===== src/rtl/ext_mem_arbiter.sv =====
`default_nettype none
// ============================================================================
// Module   : ext_mem_arbiter
// Purpose  : Shares one external 8-bit async SRAM/PSRAM between the mapper
//            CPU and PPU ports (PPU priority, CPU anti-starvation).
// Revision : 1.0 - initial release
// ============================================================================
module ext_mem_arbiter #(
  parameter int ACCESS_CYCLES = 3,
  parameter int STARVE_LIMIT  = 4
) (
  input  logic        sysclk,
  input  logic        reset,
  input  logic        cpu_req_i,
  input  logic [24:0] cpu_addr_i,
  input  logic        cpu_we_i,
  input  logic [7:0]  cpu_wdata_i,
  output logic        cpu_ack_o,
  output logic [7:0]  cpu_rdata_o,
  input  logic        ppu_req_i,
  input  logic [24:0] ppu_addr_i,
  input  logic        ppu_we_i,
  input  logic [7:0]  ppu_wdata_i,
  output logic        ppu_ack_o,
  output logic [7:0]  ppu_rdata_o,
  output logic [24:0] mem_addr_o,
  input  logic [7:0]  mem_din_i,
  output logic [7:0]  mem_dout_o,
  output logic        mem_dq_oe_o,
  output logic        mem_ce_n_o,
  output logic        mem_oe_n_o,
  output logic        mem_we_n_o,
  output logic [1:0]  overrun_o
);

  localparam logic [1:0] S_IDLE     = 2'd0;
  localparam logic [1:0] S_ACCESS   = 2'd1;
  localparam logic [1:0] S_DONE     = 2'd2;
  localparam logic [3:0] CNT_LAST   = 4'(ACCESS_CYCLES - 1);
  localparam logic [3:0] WE_LAST    = 4'(ACCESS_CYCLES - 2);
  localparam logic [3:0] STREAK_MAX = 4'(STARVE_LIMIT);

  logic [1:0]  state_q, state_d;
  logic [3:0]  cnt_q, cnt_d;
  logic        gnt_ppu_q, gnt_ppu_d;
  logic [3:0]  streak_q, streak_d;
  logic        cpu_pend_q, cpu_pend_d, ppu_pend_q, ppu_pend_d;
  logic [24:0] cpu_saddr_q, cpu_saddr_d, ppu_saddr_q, ppu_saddr_d;
  logic        cpu_swe_q, cpu_swe_d, ppu_swe_q, ppu_swe_d;
  logic [7:0]  cpu_swd_q, cpu_swd_d, ppu_swd_q, ppu_swd_d;
  logic        acc_we_q, acc_we_d;
  logic [24:0] mem_addr_q, mem_addr_d;
  logic [7:0]  mem_dout_q, mem_dout_d;
  logic        ce_n_q, ce_n_d, oe_n_q, oe_n_d, we_n_q, we_n_d, dq_oe_q, dq_oe_d;
  logic [7:0]  cpu_rdata_q, cpu_rdata_d, ppu_rdata_q, ppu_rdata_d;
  logic [1:0]  overrun_q, overrun_d;

  logic        cpu_busy, ppu_busy, cpu_accept, ppu_accept;
  logic        cpu_want, ppu_want, ppu_win, acc_next;
  logic [24:0] cpu_eaddr, ppu_eaddr;
  logic        cpu_ewe, ppu_ewe;
  logic [7:0]  cpu_ewd, ppu_ewd;

  always_comb begin
    // A port stays busy from capture until its ack cycle, so a req on the ack cycle is accepted.
    cpu_busy   = cpu_pend_q | ((state_q == S_ACCESS) & ~gnt_ppu_q);
    ppu_busy   = ppu_pend_q | ((state_q == S_ACCESS) & gnt_ppu_q);
    cpu_accept = cpu_req_i & ~cpu_busy;
    ppu_accept = ppu_req_i & ~ppu_busy;
    cpu_want   = cpu_pend_q | cpu_req_i;
    ppu_want   = ppu_pend_q | ppu_req_i;
    ppu_win    = ppu_want & (~cpu_want | (streak_q != STREAK_MAX));
    cpu_eaddr  = cpu_pend_q ? cpu_saddr_q : cpu_addr_i;
    cpu_ewe    = cpu_pend_q ? cpu_swe_q   : cpu_we_i;
    cpu_ewd    = cpu_pend_q ? cpu_swd_q   : cpu_wdata_i;
    ppu_eaddr  = ppu_pend_q ? ppu_saddr_q : ppu_addr_i;
    ppu_ewe    = ppu_pend_q ? ppu_swe_q   : ppu_we_i;
    ppu_ewd    = ppu_pend_q ? ppu_swd_q   : ppu_wdata_i;

    state_d     = state_q;
    cnt_d       = cnt_q;
    gnt_ppu_d   = gnt_ppu_q;
    streak_d    = streak_q;
    acc_we_d    = acc_we_q;
    mem_addr_d  = mem_addr_q;
    mem_dout_d  = mem_dout_q;
    cpu_rdata_d = cpu_rdata_q;
    ppu_rdata_d = ppu_rdata_q;
    cpu_pend_d  = cpu_pend_q | cpu_accept;
    ppu_pend_d  = ppu_pend_q | ppu_accept;
    cpu_saddr_d = cpu_accept ? cpu_addr_i  : cpu_saddr_q;
    cpu_swe_d   = cpu_accept ? cpu_we_i    : cpu_swe_q;
    cpu_swd_d   = cpu_accept ? cpu_wdata_i : cpu_swd_q;
    ppu_saddr_d = ppu_accept ? ppu_addr_i  : ppu_saddr_q;
    ppu_swe_d   = ppu_accept ? ppu_we_i    : ppu_swe_q;
    ppu_swd_d   = ppu_accept ? ppu_wdata_i : ppu_swd_q;
    overrun_d   = overrun_q | {ppu_req_i & ppu_busy, cpu_req_i & cpu_busy};

    case (state_q)
      S_IDLE: begin
        if (cpu_want || ppu_want) begin
          state_d = S_ACCESS;
          cnt_d   = 4'd0;
          if (ppu_win) begin
            gnt_ppu_d  = 1'b1;
            ppu_pend_d = 1'b0;
            mem_addr_d = ppu_eaddr;
            acc_we_d   = ppu_ewe;
            mem_dout_d = ppu_ewd;
            streak_d   = cpu_want ? streak_q + 4'd1 : 4'd0;
          end else begin
            gnt_ppu_d  = 1'b0;
            cpu_pend_d = 1'b0;
            mem_addr_d = cpu_eaddr;
            acc_we_d   = cpu_ewe;
            mem_dout_d = cpu_ewd;
            streak_d   = 4'd0;
          end
        end
      end
      S_ACCESS: begin
        if (cnt_q == CNT_LAST) begin
          state_d = S_DONE;
          if (!acc_we_q) begin
            if (gnt_ppu_q) ppu_rdata_d = mem_din_i;
            else           cpu_rdata_d = mem_din_i;
          end
        end else begin
          cnt_d = cnt_q + 4'd1;
        end
      end
      S_DONE:  state_d = S_IDLE;
      default: state_d = S_IDLE;
    endcase

    // Pins are registered from next-state so they are glitch-free at the memory.
    acc_next = (state_d == S_ACCESS);
    ce_n_d   = ~acc_next;
    oe_n_d   = ~(acc_next & ~acc_we_d);
    dq_oe_d  = acc_next & acc_we_d;
    we_n_d   = ~(acc_next & acc_we_d & (cnt_d >= 4'd1) & (cnt_d <= WE_LAST));
  end

  always_ff @(posedge sysclk or negedge reset) begin
    if (!reset) begin
      state_q     <= S_IDLE;
      cnt_q       <= 4'd0;
      gnt_ppu_q   <= 1'b0;
      streak_q    <= 4'd0;
      cpu_pend_q  <= 1'b0;
      ppu_pend_q  <= 1'b0;
      cpu_saddr_q <= 25'd0;
      cpu_swe_q   <= 1'b0;
      cpu_swd_q   <= 8'd0;
      ppu_saddr_q <= 25'd0;
      ppu_swe_q   <= 1'b0;
      ppu_swd_q   <= 8'd0;
      acc_we_q    <= 1'b0;
      mem_addr_q  <= 25'd0;
      mem_dout_q  <= 8'd0;
      ce_n_q      <= 1'b1;
      oe_n_q      <= 1'b1;
      we_n_q      <= 1'b1;
      dq_oe_q     <= 1'b0;
      cpu_rdata_q <= 8'd0;
      ppu_rdata_q <= 8'd0;
      overrun_q   <= 2'd0;
    end else begin
      state_q     <= state_d;
      cnt_q       <= cnt_d;
      gnt_ppu_q   <= gnt_ppu_d;
      streak_q    <= streak_d;
      cpu_pend_q  <= cpu_pend_d;
      ppu_pend_q  <= ppu_pend_d;
      cpu_saddr_q <= cpu_saddr_d;
      cpu_swe_q   <= cpu_swe_d;
      cpu_swd_q   <= cpu_swd_d;
      ppu_saddr_q <= ppu_saddr_d;
      ppu_swe_q   <= ppu_swe_d;
      ppu_swd_q   <= ppu_swd_d;
      acc_we_q    <= acc_we_d;
      mem_addr_q  <= mem_addr_d;
      mem_dout_q  <= mem_dout_d;
      ce_n_q      <= ce_n_d;
      oe_n_q      <= oe_n_d;
      we_n_q      <= we_n_d;
      dq_oe_q     <= dq_oe_d;
      cpu_rdata_q <= cpu_rdata_d;
      ppu_rdata_q <= ppu_rdata_d;
      overrun_q   <= overrun_d;
    end
  end

  assign cpu_ack_o   = (state_q == S_DONE) & ~gnt_ppu_q;
  assign ppu_ack_o   = (state_q == S_DONE) & gnt_ppu_q;
  assign cpu_rdata_o = cpu_rdata_q;
  assign ppu_rdata_o = ppu_rdata_q;
  assign mem_addr_o  = mem_addr_q;
  assign mem_dout_o  = mem_dout_q;
  assign mem_dq_oe_o = dq_oe_q;
  assign mem_ce_n_o  = ce_n_q;
  assign mem_oe_n_o  = oe_n_q;
  assign mem_we_n_o  = we_n_q;
  assign overrun_o   = overrun_q;

endmodule
`default_nettype wire


===== config.mk =====
export PLATFORM = sky130hd
export DESIGN_NAME = ext_mem_arbiter
export DESIGN_NICKNAME = d
export VERILOG_FILES = /design/src/rtl/ext_mem_arbiter.sv
export SDC_FILE = /design/constraint.sdc
export NUM_CORES = 1
export LEC_CHECK = 0
export ABC_AREA = 1
export CORE_MARGIN = 8
export CORE_UTILIZATION = 47
export DETAILED_ROUTE_END_ITERATION = 7
export DONT_BUFFER_PORTS = 1
export PLACE_DENSITY_LB_ADDON = 0.12
export SLEW_MARGIN = 20
export SYNTH_ARGS = -nofsm -noshare
export SYNTH_HDL_FRONTEND = slang
export SYNTH_SLANG_ARGS = --single-unit

===== constraint.sdc =====
create_clock -name sysclk -period 5.01 [get_ports sysclk]
set_clock_uncertainty 0.05 [all_clocks]
set_input_delay 1.503 -clock sysclk [delete_from_list [all_inputs] [get_ports sysclk]]
set_output_delay 1.503 -clock sysclk [all_outputs]
set_load 0.01 [all_outputs]

# --- After elaboration in Yosys (flattened, before gate mapping) ---
# Index checks and enable logic that the tools add are counted.
word_totals:
  output_inout_bits: 57
  register_bits: 137
op_classes:
  bitwise: 30
  n_mux: 26
  n_reduce_logical: 5
  n_eq_ne: 5
  magnitude_cmp: 2
  add_sub_neg: 2
ops:
  columns: ["op", "n"]
  rows:
  - ["$mux W25", 3]
  - ["$mux W8", 3]
  - ["$mux W4", 4]
  - ["$and A1 B1 Y1", 13]
  - ["$mux W1", 12]
  - ["$not A1 Y1", 9]
  - ["$add A4 B1 Y4 const B", 2]
  - ["$pmux W4 S2", 1]
  - ["$reduce_and A4 Y1", 2]
  - ["$or A1 B1 Y1", 7]
  - ["$eq A2 B1 Y1 const B", 2]
  - ["$eq A4 B2 Y1 const B", 1]
  - ["$ge A4 B1 Y1 const B", 1]
  - ["$le A4 B1 Y1 const B", 1]
  - ["$mux W2", 2]
  - ["$ne A4 B3 Y1 const B", 1]
  - ["$pmux W2 S2", 1]
  - ["$eq A2 B2 Y1 const B", 1]
  - ["$logic_not A2 Y1", 1]
  - ["$or A2 B2 Y2", 1]
  - ["$reduce_and A2 Y1", 1]
  - ["$logic_or A1 B1 Y1", 1]

# --- Longest topological paths before layout ---
depth:
  ltp_word: 11
  mapped_depth: 11
  ltp_nobuf: 11

# --- Least setup slack after synthesis ---
# No wires, ideal clock.
synth_path:
  kind: "input to register"
  start: "input ppu_req_i"
  end: "register mem_addr_q[1], in the netlist mem_addr_o[1]"
  required_time_ns: 4.836
  stages: 9
  t_arrival_ns: 2.335
  setup_slack_ns: 2.502
  cell_sequence: "nor2_1 nand2_1 nand2_2 inv_1 nand2_1 inv_2 buf_2 nand2_1 nand3_1"
synth_between:
  elab_chain_len: 3
  word_cells_on_any_way: 5
  cone_classes: "1 x mux; 2 x bitwise; 2 x reduce/logical"
synth_rtl:
  columns: ["item", "line", "rtl"]
  rows:
  - ["start, declared", "20", "input logic ppu_req_i,"]
  - ["$or A1 B1 Y1 (*)", "71", "ppu_want = ppu_pend_q | ppu_req_i;"]
  - ["$and A1 B1 Y1 / $logic_or A1 B1 Y1 (equally long branches)", "72, 101", null]
  - ["$mux W25 / $reduce_and A2 Y1 (equally long branches)", null, null]
  - ["end signal, assigned", "182", "mem_addr_q <= mem_addr_d;"]
  - ["end, declared", "52", "logic [24:0] mem_addr_q, mem_addr_d;"]
# Mark *: on every way between the ends. The rest lies on a longest branch, timed or not.
# A chain may end at the register's enable or synchronous reset.

# --- Worst setup path in the final report ---
layout_path:
  start: "input ppu_req_i"
  end: "register streak_q[2]"
layout_between:
  elab_chain_len: 3
  word_cells_on_any_way: 5
  cone_classes: "1 x mux; 2 x bitwise; 2 x reduce/logical"
layout_rtl:
  columns: ["item", "line", "rtl"]
  rows:
  - ["$or A1 B1 Y1 (*)", "71", null]
  - ["$and A1 B1 Y1 / $logic_or A1 B1 Y1 (equally long branches)", "72, 101", null]
  - ["$mux W4 / $reduce_and A2 Y1 (equally long branches)", null, null]
  - ["end signal, assigned", "172", "streak_q <= streak_d;"]
  - ["end, declared", "46", "logic [3:0] streak_q, streak_d;"]
# Marks and branches as above.

==> results.toml <==
[sta]
timing.final.crit_share_pct = 62.5
slew_violations = 0
maxSlewHeadroom_pct = 33.8
finalHoldViolCount = 0
min_period_ps = 3130
tightest_slew_ps = 993
rsz0062_at_grt = "no"
hold_ws_ps = 422
finalSetupTns_ps = 0
timing.fmax_ghz = 0.319
setup_slack_ps = 1880
setup_violations = 0

[synthesis]
yosys_warnings = 0
ys_seq_elements = 137
syn_nets = 844
synth_top_cell_by_area = "dfrtp_1"
avgSynthCellArea_um2 = 8.34
synth_top_cell_area_share_pct = 52.9
yosys-top-cells-area = "dfrtp_1, nand2_1, o21ai_0"
synth.distinct_cells = 30
synth_cells = 760
mappedNetlistArea_um2 = 6340
ys_seq_area_share_pct = 54.2

[setup_path]
crit_buf_inv = 0
cp.required_ps = 5280
slowest_delay_ps = 840
path_common_cell = "nand2_1"
crit_path_cell_trace = "nor2_1 > nand2_1 > nand2_2 > nor2_4 > nand2_1 > o21ai_0"
slowest_stage = "nor2_4"
end_kind = "register"
worst_setup_path_start_kind = "primary input"
crit_arrival_ps = 3410
criticalPathCategory = "primary input to register"
critPathTopFamily = "simple AND/OR/NAND/NOR gates"
crit_fanout = 41

[place]
io_buffers = 0
dp_slack_ps = 1370
gp_congestion = 0.804
dp_hpwl_mm = 10.9

[grt]
grt_max_degree = 138
grt_util_met2_pct = 27.2
top_usage_layer = "met2"
antenna_found_initial = 0
grtUsageTotal_pct = 18.3
grt_util_met3_pct = 7.55
grt_pass1_wl_mm = 25.2
use_met1_pct = 23.4
gr-total-overflow = 0
grt_pass1_vias = 4656

[clock_network]
htreeDepth = 4
root_buffer = "clkbuf_16"
clock-sinks = 137
cts_resized = 0
cts_buffers = 17
clk_pin_slew_ps = 60
cts_buffer_depth = 2
cts_tree = "built"
postCtsHoldBufs = 0
post-cts-setup-buffers = 0
worstSkewPairLatency_ps = 420

[layout]
area_growth_pct = 9.79
nets = 827
fillCellCount = 1261
fin_util_pct = 52.7
multiInputGateArea_um2 = 2420
final_layout_size_suffix_gt1_share_pct = 7.01
n_antenna_cell = 0
final-seq-area_um2 = 3430

[die]
num_io_pins = 137
initial_core_util_pct = 48.0
die_h_um = 132
die_w_um = 132
rows = 42
core_area_um2 = 13200
die_area_um2 = 17500

[detailed_routing]
vias = 4867
drt_iter0_drc = 398
via_per_inst = 5.22
drtAntennaViolNets = 0
dr.pass1.iters = 5
post_drt_wl_per_cell_um = 16.9
wl_mm = 15.7
drc_errors = 0

[status]
status = "finished, final reports clean"

[flow_run]
maxCapViolCount = 0

[pwr]
power_uw = 4850
p_sw_share_pct = 39.6
vdd_ir_drop_max_uv = 343
p_int_uw = 2930
p_switching_uw = 1920
pwr-share-clk_pct = 24.6
p_per_area_nw_per_um2 = 698
seqPwrFrac_pct = 43.8
p_leak_uw = 0.00349
combPwrFrac_pct = 31.6

[worst_hold_path]
hold_path_class = "register to register"
-- synthesized netlist by cell type --
| cell type | count |
|---|---|
| o211ai_1 | 20 |
| clkbuf_1 | 14 |
| inv_2 | 5 |
| xnor2_1 | 1 |
| dfstp_2 | 3 |
| a22oi_1 | 1 |
| mux2i_1 | 20 |
| nand4_1 | 3 |
| inv_1 | 67 |
| nand2_4 | 2 |
| or2_1 | 1 |
| a21oi_1 | 1 |
| buf_2 | 14 |
| o21ai_0 | 114 |
| nor2_2 | 4 |
| ha_1 | 4 |
| nor3_1 | 2 |
| a21o_1 | 2 |
| xor2_1 | 2 |
| nand2_2 | 2 |
| nand3_1 | 24 |
| dfrtp_1 | 134 |
| nand2_1 | 297 |
| buf_6 | 3 |
| clkbuf_2 | 1 |
| nor2_1 | 8 |
| nor2_4 | 2 |
| buf_4 | 7 |
| o21bai_1 | 1 |
| o21ai_1 | 1 |
-- registers in the layout, indices dropped and copies added (netlist names) --
register	count
ppu_swe_q	1
acc_we_q	1
ppu_pend_q	1
mem_addr_o	25
mem_dout_o	8
overrun_o	2
mem_oe_n_o	1
gnt_ppu_q	1
ppu_saddr_q	25
cpu_pend_q	1
ppu_rdata_o	8
cpu_saddr_q	25
mem_we_n_o	1
state_q	2
mem_ce_n_o	1
cpu_swe_q	1
cpu_swd_q	8
ppu_swd_q	8
cpu_rdata_o	8
streak_q	4
cnt_q	4
mem_dq_oe_o	1
-- layer usage --
metal | up-vias | routed length (um)
li1 | 2384 | -
met1 | 2329 | 6890
met2 | 139 | 7400
met3 | 15 | 1280
met4 | 0 | 157
met5 | - | 0
-- worst paths after layout --
kind / end / slack, ps / cells after the start / start
hold reg to reg: cpu_saddr_q[18] / 420 / 2 / cpu_saddr_q[18]
setup / recovery: streak_q[2] / 1880 / 6 / ppu_req_i
setup reg to reg: streak_q[2] / 2050 / 7 / ppu_pend_q
min in group asynchronous: mem_addr_o[5] / 730 / 0 / reset
hold / removal: cpu_saddr_q[18] / 420 / 2 / cpu_saddr_q[18]
max in group asynchronous: mem_oe_n_o / 3920 / 0 / reset
-- power groups by stage --
stage          clock, uW  combinational, uW  sequential, uW
3_5_place_dp           0               1510            2170
2_1_floorplan          0               1320            1980
3_3_place_gp           0               1450            2150
5_1_grt             1260               1780            2200
4_1_cts             1220               1510            2160
6_report            1190               1530            2130
-- layout by cell type (no fill, tap or decap), drive strengths merged --
| master | count |
|---|---|
| a21o | 2 |
| a21oi | 1 |
| a22oi | 1 |
| buf | 3 |
| bufinv | 1 |
| clkbuf | 24 |
| clkinv | 6 |
| clkinvlp | 1 |
| dfrtp | 134 |
| dfstp | 3 |
| ha | 4 |
| inv | 72 |
| mux2i | 20 |
| nand2 | 301 |
| nand3 | 24 |
| nand4 | 3 |
| nor2 | 14 |
| nor3 | 2 |
| o211ai | 20 |
| o21ai | 115 |
| o21bai | 1 |
| or2 | 1 |
| xnor2 | 1 |
| xor2 | 2 |
-- worst reg2reg max path, stage by stage, from the launching register on --
cell and delay, ps:
dfrtp_2 340, buf_4 470, nor2_1 160, nand2_1 120, nand2_2 480, nor2_4 850, nand2_1 190, o21ai_0 220
-- per-stage QoR --
step	instance area, um^2	instances
after floorplan	6340	760
after global placement	6360	899
after detailed placement	6360	899
after CTS	6930	931
after global routing	6960	932
final	6960	932
-- cell type report --
type,instances,area share (%)
clock inverter,8,0.971
sequential,137,49.4
inverter,72,3.88
clock buffer,24,7.21
tap,176,3.17
multi-input combinational,512,34.8
timing repair buffer,3,0.612
-- cells by family after synthesis --
family,share of synthesized area [%]
and+or+nand+nor,21.8
buffers and inverters,7.64
AOI/OAI and AO/OA,12.0
muxes,3.16
xor gates and xnor gates,0.415
adders and majority gates,0.790
DFF,54.2
No activity file was read; power rests on OpenSTA's default activity.
